--- src/rtl/writeback_arbiter_pkg.sv ---
// Shared uarch definitions for the writeback merge: field widths, the
// writeback-field struct, and a ring-index helper used by the grant search.
package writeback_arbiter_pkg;

  localparam int NUM_PIPES      = 5;
  localparam int SEQ_NUM_BITS   = 5;
  localparam int PHYS_ADDR_BITS = 6;
  localparam int XLEN           = 32;

  typedef struct packed {
    logic [XLEN-1:0]           pc;
    logic [SEQ_NUM_BITS-1:0]   seq_num;
    logic [PHYS_ADDR_BITS-1:0] waddr;
    logic [XLEN-1:0]           wdata;
    logic                      wen;
  } wb_fields_t;

  function automatic int pipe_idx_bits(input int n);
    return (n > 1) ? $clog2(n) : 1;
  endfunction

  // base + off wrapped into [0, n); off never exceeds n, so one subtract suffices.
  function automatic int ring_idx(input int base, input int off, input int n);
    int sum;
    sum = base + off;
    return (sum >= n) ? (sum - n) : sum;
  endfunction

endpackage

--- src/rtl/writeback_arbiter_rr_arbiter.sv ---
// Purely combinational round-robin grant: search starts one past i_ptr and
// wraps; the first requesting pipe wins. Pointer state lives in the caller.
module rr_arbiter
  import writeback_arbiter_pkg::*;
#(
  parameter int p_num = NUM_PIPES,
  localparam int LP_PTR_BITS = pipe_idx_bits(p_num)
) (
  input  logic [p_num-1:0]       i_req,
  input  logic [LP_PTR_BITS-1:0] i_ptr,
  output logic [p_num-1:0]       o_grant,
  output logic [LP_PTR_BITS-1:0] o_grant_idx,
  output logic                   o_any
);

  logic w_found;

  // Priority scan from (ptr+1) around the ring
  always_comb begin
    w_found     = 1'b0;
    o_grant     = '0;
    o_grant_idx = '0;
    for (int k = 1; k <= p_num; k++) begin
      if (!w_found && i_req[ring_idx(int'(i_ptr), k, p_num)]) begin
        w_found = 1'b1;
        o_grant[ring_idx(int'(i_ptr), k, p_num)] = 1'b1;
        o_grant_idx = LP_PTR_BITS'(ring_idx(int'(i_ptr), k, p_num));
      end else begin
        w_found = w_found;
      end
    end
    o_any = w_found;
  end

endmodule

--- src/rtl/writeback_arbiter.sv ---
// Merges p_num_pipes execute result streams into one registered writeback
// stream. Optional perf counters are enabled with the WB_ARB_PERF_EN macro.
module writeback_arbiter
  import writeback_arbiter_pkg::*;
#(
  parameter int p_num_pipes      = NUM_PIPES,
  parameter int p_seq_num_bits   = SEQ_NUM_BITS,
  parameter int p_phys_addr_bits = PHYS_ADDR_BITS,
  localparam int LP_PIPE_BITS    = pipe_idx_bits(p_num_pipes)
) (
  input  logic                                   clk,
  input  logic                                   rst,
  input  logic [p_num_pipes-1:0]                 ex_val,
  output logic [p_num_pipes-1:0]                 ex_rdy,
  input  logic [32*p_num_pipes-1:0]              ex_pc,
  input  logic [p_seq_num_bits*p_num_pipes-1:0]  ex_seq_num,
  input  logic [p_phys_addr_bits*p_num_pipes-1:0] ex_waddr,
  input  logic [32*p_num_pipes-1:0]              ex_wdata,
  input  logic [p_num_pipes-1:0]                 ex_wen,
  output logic                                   wb_val,
  input  logic                                   wb_rdy,
  output logic [31:0]                            wb_pc,
  output logic [p_seq_num_bits-1:0]              wb_seq_num,
  output logic [p_phys_addr_bits-1:0]            wb_waddr,
  output logic [31:0]                            wb_wdata,
  output logic                                   wb_wen,
  output logic [LP_PIPE_BITS-1:0]                wb_pipe
`ifdef WB_ARB_PERF_EN
  ,
  output logic [16*p_num_pipes-1:0]              perf_grant_cnt,
  output logic [15:0]                            perf_stall_cnt
`endif
);

  logic                    r_wb_val;
  wb_fields_t              r_wb;
  logic [LP_PIPE_BITS-1:0] r_wb_pipe;
  logic [LP_PIPE_BITS-1:0] r_last_grant;

  logic [p_num_pipes-1:0]  w_grant;
  logic [LP_PIPE_BITS-1:0] w_grant_idx;
  logic                    w_any;
  logic                    w_can_accept;
  logic                    w_ex_xfer;
  wb_fields_t              w_sel;

  rr_arbiter #(
    .p_num(p_num_pipes)
  ) u_rr (
    .i_req      (ex_val),
    .i_ptr      (r_last_grant),
    .o_grant    (w_grant),
    .o_grant_idx(w_grant_idx),
    .o_any      (w_any)
  );

  // Reset gates acceptance so nothing transfers during a reset cycle.
  assign w_can_accept = rst && (!r_wb_val || wb_rdy);
  assign w_ex_xfer    = w_can_accept && w_any;
  assign ex_rdy       = {p_num_pipes{w_can_accept}} & w_grant;

  // Field mux for the granted pipe
  always_comb begin
    w_sel         = '0;
    w_sel.pc      = ex_pc[int'(w_grant_idx)*32 +: 32];
    w_sel.seq_num = ex_seq_num[int'(w_grant_idx)*p_seq_num_bits +: p_seq_num_bits];
    w_sel.waddr   = ex_waddr[int'(w_grant_idx)*p_phys_addr_bits +: p_phys_addr_bits];
    w_sel.wdata   = ex_wdata[int'(w_grant_idx)*32 +: 32];
    w_sel.wen     = ex_wen[w_grant_idx];
  end

  // Output-valid flag and round-robin pointer
  always_ff @(posedge clk) begin
    if (!rst) begin
      r_wb_val     <= 1'b0;
      r_last_grant <= LP_PIPE_BITS'(p_num_pipes - 1);
    end else if (w_ex_xfer) begin
      r_wb_val     <= 1'b1;
      r_last_grant <= w_grant_idx;
    end else if (wb_rdy) begin
      r_wb_val     <= 1'b0;
    end else begin
      r_wb_val     <= r_wb_val;
    end
  end

  // Payload register; contents are meaningless while r_wb_val is low
  always_ff @(posedge clk) begin
    if (w_ex_xfer) begin
      r_wb      <= w_sel;
      r_wb_pipe <= w_grant_idx;
    end
  end

  assign wb_val     = r_wb_val;
  assign wb_pc      = r_wb.pc;
  assign wb_seq_num = r_wb.seq_num;
  assign wb_waddr   = r_wb.waddr;
  assign wb_wdata   = r_wb.wdata;
  assign wb_wen     = r_wb.wen;
  assign wb_pipe    = r_wb_pipe;

`ifdef WB_ARB_PERF_EN
  logic [15:0] r_grant_cnt [p_num_pipes];
  logic [15:0] r_stall_cnt;

  // Saturating per-pipe grant and output-stall counters
  always_ff @(posedge clk) begin
    if (!rst) begin
      for (int i = 0; i < p_num_pipes; i++) begin
        r_grant_cnt[i] <= 16'd0;
      end
      r_stall_cnt <= 16'd0;
    end else begin
      for (int i = 0; i < p_num_pipes; i++) begin
        if (w_ex_xfer && w_grant[i] && (r_grant_cnt[i] != 16'hFFFF)) begin
          r_grant_cnt[i] <= r_grant_cnt[i] + 16'd1;
        end
      end
      if (r_wb_val && !wb_rdy && (r_stall_cnt != 16'hFFFF)) begin
        r_stall_cnt <= r_stall_cnt + 16'd1;
      end
    end
  end

  for (genvar g = 0; g < p_num_pipes; g++) begin : g_perf
    assign perf_grant_cnt[16*g +: 16] = r_grant_cnt[g];
  end
  assign perf_stall_cnt = r_stall_cnt;
`endif

`ifndef SYNTHESIS
  string w_trace;

  // Fixed-width "<pipe>:<seq>" trace, blank when idle
  always_comb begin
    if (r_wb_val) begin
      w_trace = $sformatf("%1d:%2d", r_wb_pipe, r_wb.seq_num);
    end else begin
      w_trace = "    ";
    end
  end
`endif

endmodule

--- config.mk ---
export PLATFORM = sky130hd
export DESIGN_NAME = writeback_arbiter
export DESIGN_NICKNAME = d
export VERILOG_FILES = /design/src/rtl/writeback_arbiter_pkg.sv /design/src/rtl/writeback_arbiter_rr_arbiter.sv /design/src/rtl/writeback_arbiter.sv
export SDC_FILE = /design/constraint.sdc
export NUM_CORES = 1
export LEC_CHECK = 0
export CORE_AREA = 2 2 182 184
export DETAILED_ROUTE_END_ITERATION = 10
export DIE_AREA = 0 0 184 186
export PLACE_DENSITY_LB_ADDON = 0.3
export SYNTH_ARGS = -nofsm -noshare
export SYNTH_HDL_FRONTEND = slang
export SYNTH_SLANG_ARGS = --single-unit
--- constraint.sdc ---
create_clock -name clk -period 14.9 [get_ports clk]
set_input_delay 2.98 -clock clk [delete_from_list [all_inputs] [get_ports clk]]
set_output_delay 2.98 -clock clk [all_outputs]
set_load 0.005 [all_outputs]
# ---- Word level (Yosys, flattened, before mapping)
# Index checks and enable logic that the tools add are counted.
dict set report word_totals {
  output_inout_bits 85
  wordCells 112
  register_bits 83
}
dict set report op_classes {
  n_shift 4
  n_lt_le_gt_ge 16
  mul 2
  add_sub_neg 10
  mux 49
  reduce_logical 18
  n_bitwise 5
}
# cell count
set op_table {}
lappend op_table {{indexed part select 160 x 9 -> 32 bit} 2}
lappend op_table {{>= comparator 32 x 1 -> 1 bit, second input constant} 5}
lappend op_table {{>= comparator 32 x 4 -> 1 bit, second input constant} 5}
lappend op_table {{< comparator 32 x 5 -> 1 bit, second input constant} 5}
lappend op_table {{two-way mux 32 bit} 5}
lappend op_table {{subtractor 32 x 4 -> 32 bit, second input constant} 4}
lappend op_table {{indexed part select 30 x 7 -> 6 bit} 1}
lappend op_table {{two-way mux 5 bit} 5}
lappend op_table {{indexed part select 25 x 7 -> 5 bit} 1}
lappend op_table {{two-way mux 1 bit} 23}
lappend op_table {{bitwise OR 5 bit} 4}
lappend op_table {{binary-select mux 1 bit (select 3 bit)} 6}
lappend op_table {{demux 1 bit (select 3 bit)} 5}
lappend op_table {{two-way mux 3 bit} 5}
lappend op_table {{logical AND 1 bit} 11}
lappend op_table {{adder 3 x 2 -> 4 bit, second input constant} 2}
lappend op_table {{adder 3 x 3 -> 4 bit, second input constant} 2}
lappend op_table {{multiplier 3 x 3 -> 6 bit, second input constant} 1}
lappend op_table {{bitwise AND 5 bit} 1}
lappend op_table {{logical NOT 1 bit} 5}
lappend op_table {{multiplier 3 x 2 -> 5 bit, second input constant} 1}
lappend op_table {{subtractor 4 x 3 -> 5 bit, second input constant} 1}
lappend op_table {{adder 3 x 1 -> 4 bit, second input constant} 1}
lappend op_table {{< comparator 3 x 4 -> 1 bit, second input constant} 1}
lappend op_table {{2 further kinds} 2}

# ---- Longest topological paths before layout
# Gate-level depths: netlist (run 1).
dict set report logic_depth {
  word_depth 21
  depth_mapped 18
  depth_no_buf 13
}

# ---- Hierarchy
# From an unflattened synthesis (run 1), not the netlist that was laid out.
dict set report hier_totals {
  hier_cells 685
  hier_area_um2 7071.8
}
# module cells_per_inst area_each_um2 instances
set modules_own_cells {}
lappend modules_own_cells {writeback_arbiter 450 5464.0 1}
lappend modules_own_cells {rr_arbiter 235 1607.8 1}

# ---- Least setup slack after synthesis (run 1)
# OpenSTA, ideal clock, no wires.
dict set report synth_timing {
  kind {in2reg}
  startpoint {input port ex_val[3]}
  endpoint {register r_wb (netlist bit wb_pc[0]) (enable)}
  t_arrival_ns 7.631
  cell_stages 9
  path_slack_ns 6.744
  setup_ns 0.525
  n_path_buf 1
  cell_sequence {clkbuf_1 > nor3b_1 > a211oi_1 > a211oi_2 > a21o_1 > a21oi_2 > nand2_1 > nor3_1 > nor2_1}
}
dict set report synth_between {
  elab_chain_len 17
}
# item line_no
set synth_lines {}
lappend synth_lines {{start: declaration} writeback_arbiter.sv:13} ;# input logic [p_num_pipes-1:0] ex_val,
lappend synth_lines {{binary-select mux 1 bit (select 3 bit)} writeback_arbiter_rr_arbiter.sv:24} ;# if (!w_found && i_req[ring_idx(int'(i_ptr), k, p_num)]) begin
lappend synth_lines {{two-way mux 1 bit (not written as such) (2 in series)} writeback_arbiter_rr_arbiter.sv:24}
lappend synth_lines {{two-way mux 1 bit} writeback_arbiter_rr_arbiter.sv:24}
lappend synth_lines {{logical NOT 1 bit} writeback_arbiter_rr_arbiter.sv:24}
lappend synth_lines {{logical AND 1 bit} writeback_arbiter_rr_arbiter.sv:24}
lappend synth_lines {{two-way mux 1 bit} writeback_arbiter_rr_arbiter.sv:24}
lappend synth_lines {{logical NOT 1 bit} writeback_arbiter_rr_arbiter.sv:24}
lappend synth_lines {{logical AND 1 bit} writeback_arbiter_rr_arbiter.sv:24}
lappend synth_lines {{two-way mux 1 bit} writeback_arbiter_rr_arbiter.sv:24}
lappend synth_lines {{logical NOT 1 bit} writeback_arbiter_rr_arbiter.sv:24}
lappend synth_lines {{logical AND 1 bit} writeback_arbiter_rr_arbiter.sv:24}
lappend synth_lines {{two-way mux 1 bit} writeback_arbiter_rr_arbiter.sv:24}
lappend synth_lines {{logical NOT 1 bit} writeback_arbiter_rr_arbiter.sv:24}
lappend synth_lines {{logical AND 1 bit} writeback_arbiter_rr_arbiter.sv:24}
lappend synth_lines {{two-way mux 1 bit *} writeback_arbiter_rr_arbiter.sv:24}
lappend synth_lines {{logical AND 1 bit *} writeback_arbiter.sv:59} ;# assign w_ex_xfer = w_can_accept && w_any;
lappend synth_lines {{net w_ex_xfer} writeback_arbiter.sv:44} ;# logic w_ex_xfer;
lappend synth_lines {{end signal: assignment} writeback_arbiter.sv:90} ;# r_wb <= w_sel;
lappend synth_lines {{end: declaration} writeback_arbiter.sv:36} ;# wb_fields_t r_wb;
# Mark *: on every way through the listed nets, which the timed path passes. The rest lies on a longest branch. The select of a mux whose other input is x is not followed.
# A chain may end at the register's enable or synchronous reset.

# ---- Final worst setup path (run 1)
dict set report layout_timing {
  startpoint {input port ex_val[1]}
  endpoint {output port ex_rdy[1]}
}
dict set report layout_between {
  elab_chain_len 17
}
# item line_no
set layout_lines {}
lappend layout_lines {{binary-select mux 1 bit (select 3 bit)} writeback_arbiter_rr_arbiter.sv:24}
lappend layout_lines {{two-way mux 1 bit (not written as such) (2 in series)} writeback_arbiter_rr_arbiter.sv:24}
lappend layout_lines {{two-way mux 1 bit} writeback_arbiter_rr_arbiter.sv:24}
lappend layout_lines {{logical NOT 1 bit} writeback_arbiter_rr_arbiter.sv:24}
lappend layout_lines {{logical AND 1 bit} writeback_arbiter_rr_arbiter.sv:24}
lappend layout_lines {{two-way mux 1 bit} writeback_arbiter_rr_arbiter.sv:24}
lappend layout_lines {{logical NOT 1 bit} writeback_arbiter_rr_arbiter.sv:24}
lappend layout_lines {{logical AND 1 bit} writeback_arbiter_rr_arbiter.sv:24}
lappend layout_lines {{two-way mux 1 bit} writeback_arbiter_rr_arbiter.sv:24}
lappend layout_lines {{logical NOT 1 bit} writeback_arbiter_rr_arbiter.sv:24}
lappend layout_lines {{logical AND 1 bit} writeback_arbiter_rr_arbiter.sv:24}
lappend layout_lines {{two-way mux 1 bit} writeback_arbiter_rr_arbiter.sv:24}
lappend layout_lines {{logical NOT 1 bit} writeback_arbiter_rr_arbiter.sv:24}
lappend layout_lines {{logical AND 1 bit} writeback_arbiter_rr_arbiter.sv:24}
lappend layout_lines {{two-way mux 5 bit *} writeback_arbiter_rr_arbiter.sv:24}
lappend layout_lines {{bitwise AND 5 bit *} writeback_arbiter.sv:60} ;# assign ex_rdy = {p_num_pipes{w_can_accept}} & w_grant;
lappend layout_lines {{end: declaration} writeback_arbiter.sv:14} ;# output logic [p_num_pipes-1:0] ex_rdy,
# Mark *: on every way between the ends. The rest lies on a longest branch, timed or not. The select of a mux whose other input is x is not followed.

==> flow_results.org, run 1 <==
** GRT
- Entering global routing, the biggest net connects 72 pins.
- The number of antenna violations at the first check in global routing is 2.
- Global routing consumed, over all layers together, 18.88% of the routing resources.
- Summed over all layers, the global routing overflow is 0.
- Vias in the first global route :: 7,207
- The first global-routing pass estimated 46,690 um of wire.

** STA
- For the pin with the worst max-slew slack, the measured transition is 1.039 ns.
- Setup repair after global routing left no endpoint under its margin.
- Rel. slew slack :: 30.75%
- Setup total negative slack on the finished layout was measured at 0 ns.
- The number of max-slew violations in the final report was 0.
- Setup violations remaining at the end of the flow were counted as 0.
- Max Clk Rate :: 0.1072 GHz
- Final hold viol count :: 0
- Clock period minus worst slack :: 9.329 ns
- Worst clock skew :: 0.007960 ns
- Fraction of the cycle the final worst path needs :: 62.61%

** CTS
- Insertion delay to the later sink of the worst-skew pair :: 0.35 ns
- Clock-pin slew was measured on the worst setup and hold paths at 0.07 ns.
- Root Buffer Master :: clkbuf_16
- Cells resized by post-CTS repair :: 0
- CTS Sinks :: 83
- Once the clock tree was built, the setup fixing pass inserted 0 buffers.
- H-tree lvl count :: 3
- In this run, post-CTS hold repair placed 0 buffers.
- CTS tree :: built
- Number of buffers on the longest clock path :: 2
- In this run, CTS created clock tree buffers numbering 9.

** Place
- The congestion estimate from routability-driven global placement came to 0.8287.
- HPWL after detailed placement :: 28,190 um
- Placed instance count :: 1,548
- Port Buf Inserts :: 472

** Route
- Post-route DRC violation count :: 0
- Routed vias :: 7,397
- After detailed routing, the average wire length per cell comes to 22.04 um.
- Via density per instance :: 4.730
- Summed over all layers, the routed wires come to 34,480 um.
- Post-DRT Antenna Nets :: 0
- For this block, the initial DRC count from the detailed router was 390.
- Detailed-router iteration count before antenna repair :: 4

** Cells and area
- The final layout contains 1,561 nets.
- The count of cells in the finished layout, fillers not included, comes to 1,564.
- Counting the fill cells in the layout gives 3,139.
- The library cell used most frequently in the layout, excluding fill and tap cells, is clkdlybuf4s50_1.
- Number of antenna repair diodes :: 0
- The top cell types in the final layout, fill and taps aside, are 472 x clkdlybuf4s50_1, 233 x mux2i_1, 79 x edfxtp_1.
- Area growth from synthesis to layout :: 69.22%
- Ratio of cells with drive above 1 in the final layout :: 10.21%

** Worst setup path
- Crit path max-delay family :: buffers and inverters
- Slowest library cell on the worst path :: clkdlybuf4s50_1
- Cell chain of the critical path :: clkdlybuf4s50_1 -> mux2_1 -> mux2_2 -> a21o_1 -> a21oi_2 -> nand3_1 -> a21oi_1 -> nor3b_1 -> a221oi_1 -> nor2_1 -> clkdlybuf4s50_1
- Endpoint class of the critical path :: output port
- Max stage delay on crit path :: 0.68 ns
- CP Class :: in2out
- Along the worst path, the maximum fanout reaches 11.
- For the worst setup path, the data required time is 11.92 ns.
- Startpoint Class :: primary input
- In this design, the critical path's most frequently occurring cell is clkdlybuf4s50_1.
- Arrival time worst endpoint :: 6.35 ns
- Counting both buffers and inverters, the worst setup path holds a total of 2.

** Floorplan
- Floorplan die width :: 184 um
- Initial core utilization :: 23.93%
- Number of cell rows :: 66
- The floorplan step defined a core boundary enclosing 32,210 um2.
- The die covers 34,220 um2.
- Die Y-Extent :: 186 um
- 473 I/O pins were placed.

** Yosys
- Synthesis inferred 83 register bits.
- Mapped Area :: 7707 um2
- The netlist uses 70 different library cells.
- In this run the mean area of a mapped cell was 10.92 um2.
- EDFF count, synth :: 79
- For this run, the register share of the synthesized area comes to 31.82%.
- Synthesis handed over a netlist of 706 instances.
- FFs w/ async S/R, synth :: 0%
- Leading register cell type out of synthesis :: edfxtp_1
- For this run, the number of Yosys warnings is 0.
- Synthesis produced a netlist with a net count of 1,116.

** Outcome
- Result of the run :: complete, no violations

** Flow run
- Count of maximum capacitance violations :: 0

** Worst hold path
- Path type of the worst min-delay path :: reg2reg
==> final timing paths <==
path,start,endpoint,cells after the start,slack [ns]
max reg2reg,r_last_grant[0],wb_waddr[0],16,8.35
min,wb_val,wb_val,2,0.54
min reg2reg,wb_val,wb_val,2,0.54
max,ex_val[1],ex_rdy[1],11,5.57
==> final cells by class <==
class	count	area (um2)	share of cell area, %
multi-input combinational	560	4950	37.95
timing repair buffer	481	4792	36.74
sequential	83	2452	18.80
tap	408	510.5	3.914
clock buffer	10	229.0	1.756
inverter	16	60.06	0.4605
clock inverter	6	48.80	0.3741
==> cell families (layout without fill, tap and decap cells) <==
kind of cell	after synthesis	after routing	synth area share [%]
compound gates	91	91	8.767
xor+xnor	6	6	0.6818
fa+ha+maj	22	22	3.669
buf+inv	63	513	4.448
flops	83	83	31.82
mux	311	311	41.66
simple gates	130	130	8.961
==> layer usage <==
metal	part of all wire [%]	GRT usage [%]
met1	41	22.99
met2	50	33.58
met3	7.3	4.481
met4	1.6	4.416
met5	0	0
==> tightest hold or removal path: cells and delay by family (launching register included) <==
family           cells  cell delay, ns
flip-flops           1            0.31
AND/OR/NAND/NOR      1            0.11
AO/OA/AOI/OAI        1            0.07
==> synthesized netlist by cell type, drive strengths merged, types with 3 or more instances <==
library cell	instances	area, um2
nand2	42	160.2
o2111ai	3	26.28
edfxtp	79	2372
dfxtp	4	80.08
and3	3	18.77
ha	21	262.8
nor3b	4	40.03
nor2b	8	50.05
a31oi	7	43.79
a22oi	7	71.32
nand3	7	35.03
a21oi	19	102.6
buf	35	236.5
mux2i	233	2332
o211ai	3	22.52
a221oi	3	32.53
nand4	8	50.05
nand3b	4	30.03
a211oi	10	80.07
and2	7	43.80
nand2b	12	82.58
inv	16	60.06
mux2	78	878.3
xnor2	5	43.79
nor4	3	18.77
nor2	18	67.56
clkbuf	12	46.29
nor3	6	30.03
o21ai	10	50.05
o22ai	5	31.28
a21o	3	22.52
o32ai	3	26.28
==> stage by stage <==
stage / hold WS, ns / utilization [%] / setup slack [ns] / cell area [um2]
finish: 0.5368 / 40.50 / 5.571 / 13040
global route: 0.5572 / 40.50 / 5.362 / 13040
CTS: 0.5317 / 40.50 / 5.575 / 13040
global placement: 0.5007 / 39.63 / 5.595 / 12760
floorplan: 0.4818 / - / 6.744 / 7707
detailed placement: 0.5170 / 39.63 / 5.580 / 12760
==> registers in the layout (all words and copies together), names as in the netlist <==
signal	flops
wb_pipe	3
wb_seq_num	5
wb_wen	1
wb_waddr	6
wb_wdata	32
r_last_grant	3
wb_pc	32
wb_val	1
Power of run 1 is left out: the tool's default activity adds up to more than one toggle a clock period on the data nets, which glitch-free logic cannot reach.
==> run 2, diff against run 1 <==
--- a/config.mk
+++ b/config.mk
@@ -5,9 +5,9 @@
 export SDC_FILE = /design/constraint.sdc
 export NUM_CORES = 1
 export LEC_CHECK = 0
-export CORE_AREA = 2 2 182 184
+export CORE_AREA = 2 2 186 188
 export DETAILED_ROUTE_END_ITERATION = 10
-export DIE_AREA = 0 0 184 186
+export DIE_AREA = 0 0 188 190
 export PLACE_DENSITY_LB_ADDON = 0.3
 export SYNTH_ARGS = -nofsm -noshare
 export SYNTH_HDL_FRONTEND = slang
==> constraint.sdc (replaced) <==
create_clock -name clk -period 8.19 [get_ports clk]
set_input_delay 1.638 -clock clk [delete_from_list [all_inputs] [get_ports clk]]
set_output_delay 1.638 -clock clk [all_outputs]
set_load 0.005 [all_outputs]
==> flow_results.org, run 2 (synthesized netlist as in run 1, its figures left out) <==
** STA
- Number of slew-limit violations in the final report :: 0 (unchanged)
- The total negative setup slack was 0 ns (unchanged).
- Worst clock skew :: 0.007215 ns (-0.0007450 ns)
- The routed design could run at a clock period as short as 6.814 ns.
- The slew of the pin with the lowest slew margin came to 0.8783 ns (-0.1605 ns).
- The final hold violation count came to 0 (unchanged).
- The normalized max-slew margin was 41.45% (+11 points).
- Setup repair after global routing left no endpoint under its margin.
- The final worst-path setup slack is 1.376 ns (-4.195 ns).
- Of the available clock period, the critical path in the final layout requires 83.20%.
- The number of setup violations in the final report is 0 (unchanged).
- Derived from the worst setup path, the maximum achievable clock frequency is 0.1468 GHz.

** Floorplan
- The number of cell rows came to 68 (+3.0%).
- Number of I/O pins :: 473 (unchanged)
- The initial cell density of the core is 22.70% (-1.2 points).
- Die Footprint :: 35,720 um2 (+4.4%)
- The area of the core came to 33,950 um2 (+5.4%).
- Floorplan die width :: 188 um (+2.2%)
- Die Y-Extent :: 190 um (+2.2%)

** Cells and area
- Most frequent cells in the layout :: 472 x clkdlybuf4s50_1, 233 x mux2i_1, 79 x edfxtp_1
- Ratio of cells with drive above 1 in the final layout :: 10.50% (+0.29 points)
- The area of combinational cells with multiple inputs was 4950 um2 (unchanged).
- Area growth from synthesis to layout :: 71.64%
- Filler cell count in the final layout :: 3,306 (+5.3%)
- The core occupancy in the finished layout came to 38.97% (-1.5 points).
- The post-route non-filler standard cell count came to 1,619 (+3.5%).
- The library cell used most frequently in the layout, excluding fill and tap cells, is clkdlybuf4s50_1.
- The area taken by flip-flops and latches came to 2452 um2 (unchanged).
- Number of nets in the layout :: 1,567 (+0.38%)

** Worst setup path
- STA classifies the critical path endpoint as an output port.
- CP Class :: reg2out
- The critical path data required time came to 6.55 ns (-5.37 ns).
- Startpoint Class :: flop
- The critical path arrival came to 5.18 ns (-1.17 ns).
- Maximum fanout encountered on the critical timing path :: 20 (+9)

** CTS
- The total setup buffers inserted after CTS was 0 (unchanged).
- Number of CTS-inserted buffers :: 9 (unchanged)
- CTS Hold Bufs :: 0 (unchanged)
- The clock-pin slew on the worst setup and hold paths came to 0.07 ns (about the same).
- The maximum number of buffers from clock root to sink is 2 (unchanged).
- Insertion delay to the later sink of the worst-skew pair :: 0.35 ns (about the same)
- Root Buffer Master :: clkbuf_16
- The post-CTS resize count was 0 (unchanged).
- CTS Sinks :: 83 (unchanged)
- CTS tree :: built
- The maximum level of the CTS H-tree was 3 (unchanged).

** Place
- Post-Place Setup Slack :: 1.522 ns (-4.058 ns)
- The final weighted congestion in routability-driven placement is 0.8448 (+1.9%).
- The total of buffers placed on input and output ports came to 472 (unchanged).
- Placed instance count :: 1,601 (+3.4%)
- The HPWL after detailed placement was 27,050 um (-4.0%).

** Flow run
- The number of max-capacitance violations reported came to 0 (unchanged).

** Route
- The total number of vias was 7,457 (+0.81%).
- Via density per instance :: 4.606 (-2.6%)
- Post-route DRC violation count :: 0 (unchanged)
- Routed len/inst :: 20.70 um (-6.1%)
- The total routed wirelength was 33,510 um (-2.8%).
- The violation count after the first detailed-route iteration is 378 (-3.1%).
- The first-pass detailed-route iteration total came to 5 (+1).
- Post-DRT Antenna Nets :: 0 (unchanged)

** GRT
- The total routing usage reported by global routing was 17.68% (-1.2 points).
- The first-pass GRT wire length is 46,820 um (+0.28%).
- The total overflow reported by the global router is 0 (unchanged).
- Initial antenna violation count :: 5 (+3)
- Vias in the first global route :: 7,303 (+1.3%)
- Maximum number of pins on one net before global-route repair :: 71 (-1.4%)

** Worst hold path
- Path type of the worst min-delay path :: reg2reg

** Outcome
- The run finished with clean final reports.
-- run 2: cell types whose count changed in the layout (fill, tap and decap cells not counted), sizes merged --
cell / previous run / this run
inv: 18 / 17
clkinv: 1 / 4
bufinv: 0 / 1
diode: 0 / 2
clkinvlp: 3 / 0
buf: 9 / 15
-- run 2: final timing paths --
kind / start / end / slack (ns) / depth (start not counted)
worst max-delay path: r_last_grant[1] / ex_rdy[1] / 1.38 / 13
worst min-delay path: wb_val / wb_val / 0.51 / 2
worst max register to register: r_last_grant[1] / wb_wdata[16] / 2.49 / 15
worst min register to register: wb_val / wb_val / 0.51 / 2
-- run 2: stage by stage --
step                instance area, um2  hold slack, ns
finish                           13230          0.5066
global route                     13230          0.5346
CTS                              13220          0.5076
detailed placement               12930          0.4947
global placement                 12930          0.4931
floorplan                         7707          0.4818
-- run 2: routing by layer --
metal | vias to the layer above | part of all wire (%) | GRT usage [%]
li1 | 3606 | - | -
met1 | 3458 | 40 | 20.98
met2 | 355 | 50 | 31.27
met3 | 34 | 7.5 | 4.612
met4 | 4 | 2.0 | 5.209
met5 | - | 0.069 | 0
-- run 2: layout make-up --
class	count	area share, %
diodes	2	0.03783
clock inverters	6	0.4824
well taps	455	4.303
flip-flops and latches	83	18.54
clock buffers	10	1.731
repair buffers	487	37.04
inverters	16	0.4540
multi-input cells	560	37.42
-- run 2: worst max-delay path: stages, from the launching register on --
cell             delay, ns
dfxtp_1               0.64
inv_1                 0.35
ha_1                  0.78
nor2b_1               0.19
a221oi_2              0.61
mux2i_1               0.17
a22oi_2               0.24
nor3b_2               0.25
nand3_1               0.13
a21oi_1               0.27
nor3b_1               0.33
a221oi_1              0.15
nor2_1                0.17
clkdlybuf4s50_1       0.54
Power of run 2 is left out for the same reason.
==> run 3, diff against run 2 <==
==> constraint.sdc (replaced) <==
create_clock -name clk -period 5.5 [get_ports clk]
set_input_delay 1.1 -clock clk [delete_from_list [all_inputs] [get_ports clk]]
set_output_delay 1.1 -clock clk [all_outputs]
set_load 0.005 [all_outputs]
==> flow_results.org, run 3 (synthesized netlist as in run 1, its figures left out) <==
** CTS
- The total of hold buffers inserted after clock tree synthesis is 0 (unchanged).
- The maximum level of the CTS H-tree is 3 (unchanged).
- Insertion delay to the later sink of the worst-skew pair :: 0.36 ns (about the same)
- The number of CTS-inserted buffers came to 9 (unchanged).
- The maximum number of buffers from clock root to sink came to 2 (unchanged).
- In this run the clock root is driven by a clkbuf_16.
- The total number of clock tree sinks is 83 (unchanged).
- CTS tree :: built
- The clock-pin slew on the worst setup and hold paths is 0.07 ns (about the same).

** Worst setup path
- The critical path arrival came to 4.17 ns (-1.01 ns).
- The largest fanout of any net on the critical path was 4 (-80%).
- Cell chain of the critical path :: clkdlybuf4s50_1 -> mux2_1 -> mux2_2 -> a21o_1 -> a21oi_2 -> nand3_1 -> a21oi_1 -> buf_4 -> and3_1 -> nand2_1 -> a31oi_1 -> clkdlybuf4s50_1
- In this run the critical register-to-register path is launched from r_last_grant[0].
- Max stage delay on crit path :: 0.56 ns (-0.22 ns)
- Slowest library cell on the worst path :: clkdlybuf4s50_1
- Among the stages of the critical path, the cell type that occurs most often is clkdlybuf4s50_1.
- Cell depth of the worst flop-to-flop path :: 18 (+3)
- Startpoint Class :: primary input
- Slack of the worst reg-to-reg path :: 1.09 ns (-1.40 ns)
- The worst setup path is captured at an output port.
- Worst Path Required :: 4.40 ns (-2.15 ns)
- The worst setup path is of the in2out kind.
- R2R Path End :: wb_pc[6]
- Critical Path Sink :: ex_rdy[2]
- Startpoint of the worst setup timing path :: ex_val[1]

** STA
- The total negative setup slack was 0 ns (unchanged).
- Worst clock skew :: 0.01116 ns (+0.003947 ns)
- The final critical path takes up 95.77% of the cycle.
- Final WS setup :: 0.2328 ns (-1.143 ns)
- The final hold violation count is 0 (unchanged).
- Transition time at the pin with the least slew margin :: 0.8269 ns (-0.05141 ns)
- The number of max-slew violations in the final report came to 0 (unchanged).
- Final setup violating endpoints :: 0 (unchanged)
- RSZ-0062 raised after global routing :: false
- Max Clk Rate :: 0.1899 GHz
- The normalized max-slew margin came to 44.88% (+3.4 points).
- Clock period minus worst slack :: 5.267 ns

** GRT
- Vias in the first global route :: 7,654 (+4.8%)
- Maximum number of pins on one net before global-route repair :: 57 (-20%)
- The number of antenna violations at the first check in global routing is 0 (-5).
- The total routing usage reported by global routing was 18.14% (+0.46 points).
- The total overflow reported by the global router was 0 (unchanged).
- The first-pass GRT wire length was 48,360 um (+3.3%).

** Route
- The violation count after the first detailed-route iteration was 341 (-9.8%).
- Routed Wire Length :: 34,140 um (+1.9%)
- The total number of vias is 7,562 (+1.4%).
- Routed len/inst :: 20.60 um (-0.45%)
- The remaining routing DRC violations is 0 (unchanged).
- The number of nets with antenna violations after detailed routing was 0 (unchanged).
- The via-per-instance ratio was 4.564 (-0.92%).
- Detailed-router iteration count before antenna repair :: 5 (unchanged)

** Cells and area
- Most common library cell in the layout ignoring fill and taps :: clkdlybuf4s50_1
- Ratio of cells with drive above 1 in the final layout :: 14.07% (+3.6 points)
- The core occupancy in the finished layout is 40.01% (+1.0 points).
- Relative to the synthesized area, the layout overhead comes to 76.22%.
- Number of nets in the layout :: 1,606 (+2.5%)
- Most frequent cells in the layout :: 470 x clkdlybuf4s50_1, 233 x mux2i_1, 79 x edfxtp_1
- Post-route cell area :: 13,580 um2 (+2.7%)

** Floorplan
- Number of I/O pins :: 473 (unchanged)
- The horizontal extent of the die came to 188 um (unchanged).
- Core Area :: 33,950 um2 (unchanged)
- The full die area came to 35,720 um2 (unchanged).
- Number of cell rows :: 68 (unchanged)
- The initial cell density of the core is 22.70% (unchanged).
- The vertical die dimension is 190 um (unchanged).

** Place
- The standard cell area after detailed placement came to 13,230 um2 (+2.3%).
- The HPWL after detailed placement came to 28,160 um (+4.1%).
- The final weighted congestion in routability-driven placement was 0.8421 (-0.32%).
- The total of buffers placed on input and output ports is 472 (unchanged).
- The setup slack at placement is 0.1307 ns (-1.392 ns).

** Flow run
- The number of max-capacitance violations reported came to 0 (unchanged).

** Outcome
- Result of the run :: complete, no violations

** Worst hold path
- Path type of the worst min-delay path :: reg2reg
==> run 3: cell types whose count changed in the layout (fill, tap and decap cells not counted), moves of 2 or more <==
cell             change
buf_4               +36
clkdlybuf4s50_1      -2
dlymetal6s2s_1       +2
clkinvlp_4           +4
ha_2                 +2
ha_1                 -2
clkinv_4             -2
buf_12               +2
==> run 3: final cells by class <==
type                            instances  area (um2)
Timing Repair Buffer                  526        5226
Clock inverter                          7       76.32
Sequential cell                        83        2452
Multi-Input combinational cell        560        4966
Clock buffer                            9       225.2
Tap cell                              455       569.3
Antenna cell                            1       2.502
Fill cell                            3338       20370
Inverter                               16       63.81
==> run 3: timing repair <==
action / 4_1_cts / 5_1_grt
buffers inserted: 0 / 2
setup endpoints to repair: 0 / 4
resized for setup: 0 / 9
==> run 3: critical path, delay by kind of cell <==
| family | cells | cell delay (ns) |
|---|---|---|
| AO/OA/AOI/OAI | 4 | 0.84 |
| AND/OR/NAND/NOR | 3 | 0.37 |
| multiplexers | 2 | 0.63 |
| buffers and inverters | 3 | 1.21 |
==> run 3: how the worst min path moves through the flow <==
stage	start	endpoint	slack, ns	depth (start not counted)
floorplan	wb_val	wb_val	0.48	2
global placement	wb_val	wb_val	0.48	2
detailed placement	wb_val	wb_val	0.49	2
CTS	wb_val	wb_val	0.50	2
global route	wb_val	wb_val	0.55	2
finish	wb_val	wb_val	0.50	2
==> run 3: through the flow <==
step,hold slack [ns],instances
after floorplan,0.4818,706
after global placement,0.4826,1638
after detailed placement,0.4871,1638
after CTS,0.4998,1654
after global routing,0.5533,1656
final,0.5030,1657
==> run 3: per-layer routing <==
layer  global-route usage (%)  vias up  wire length, um
met1                    21.14     3520            13650
met3                    4.630       25             2384
met2                    33.11      335            17630
met4                    4.331        0              478
li1                         -     3682                -
met5                        0        -                0
Power of run 3 is left out for the same reason.
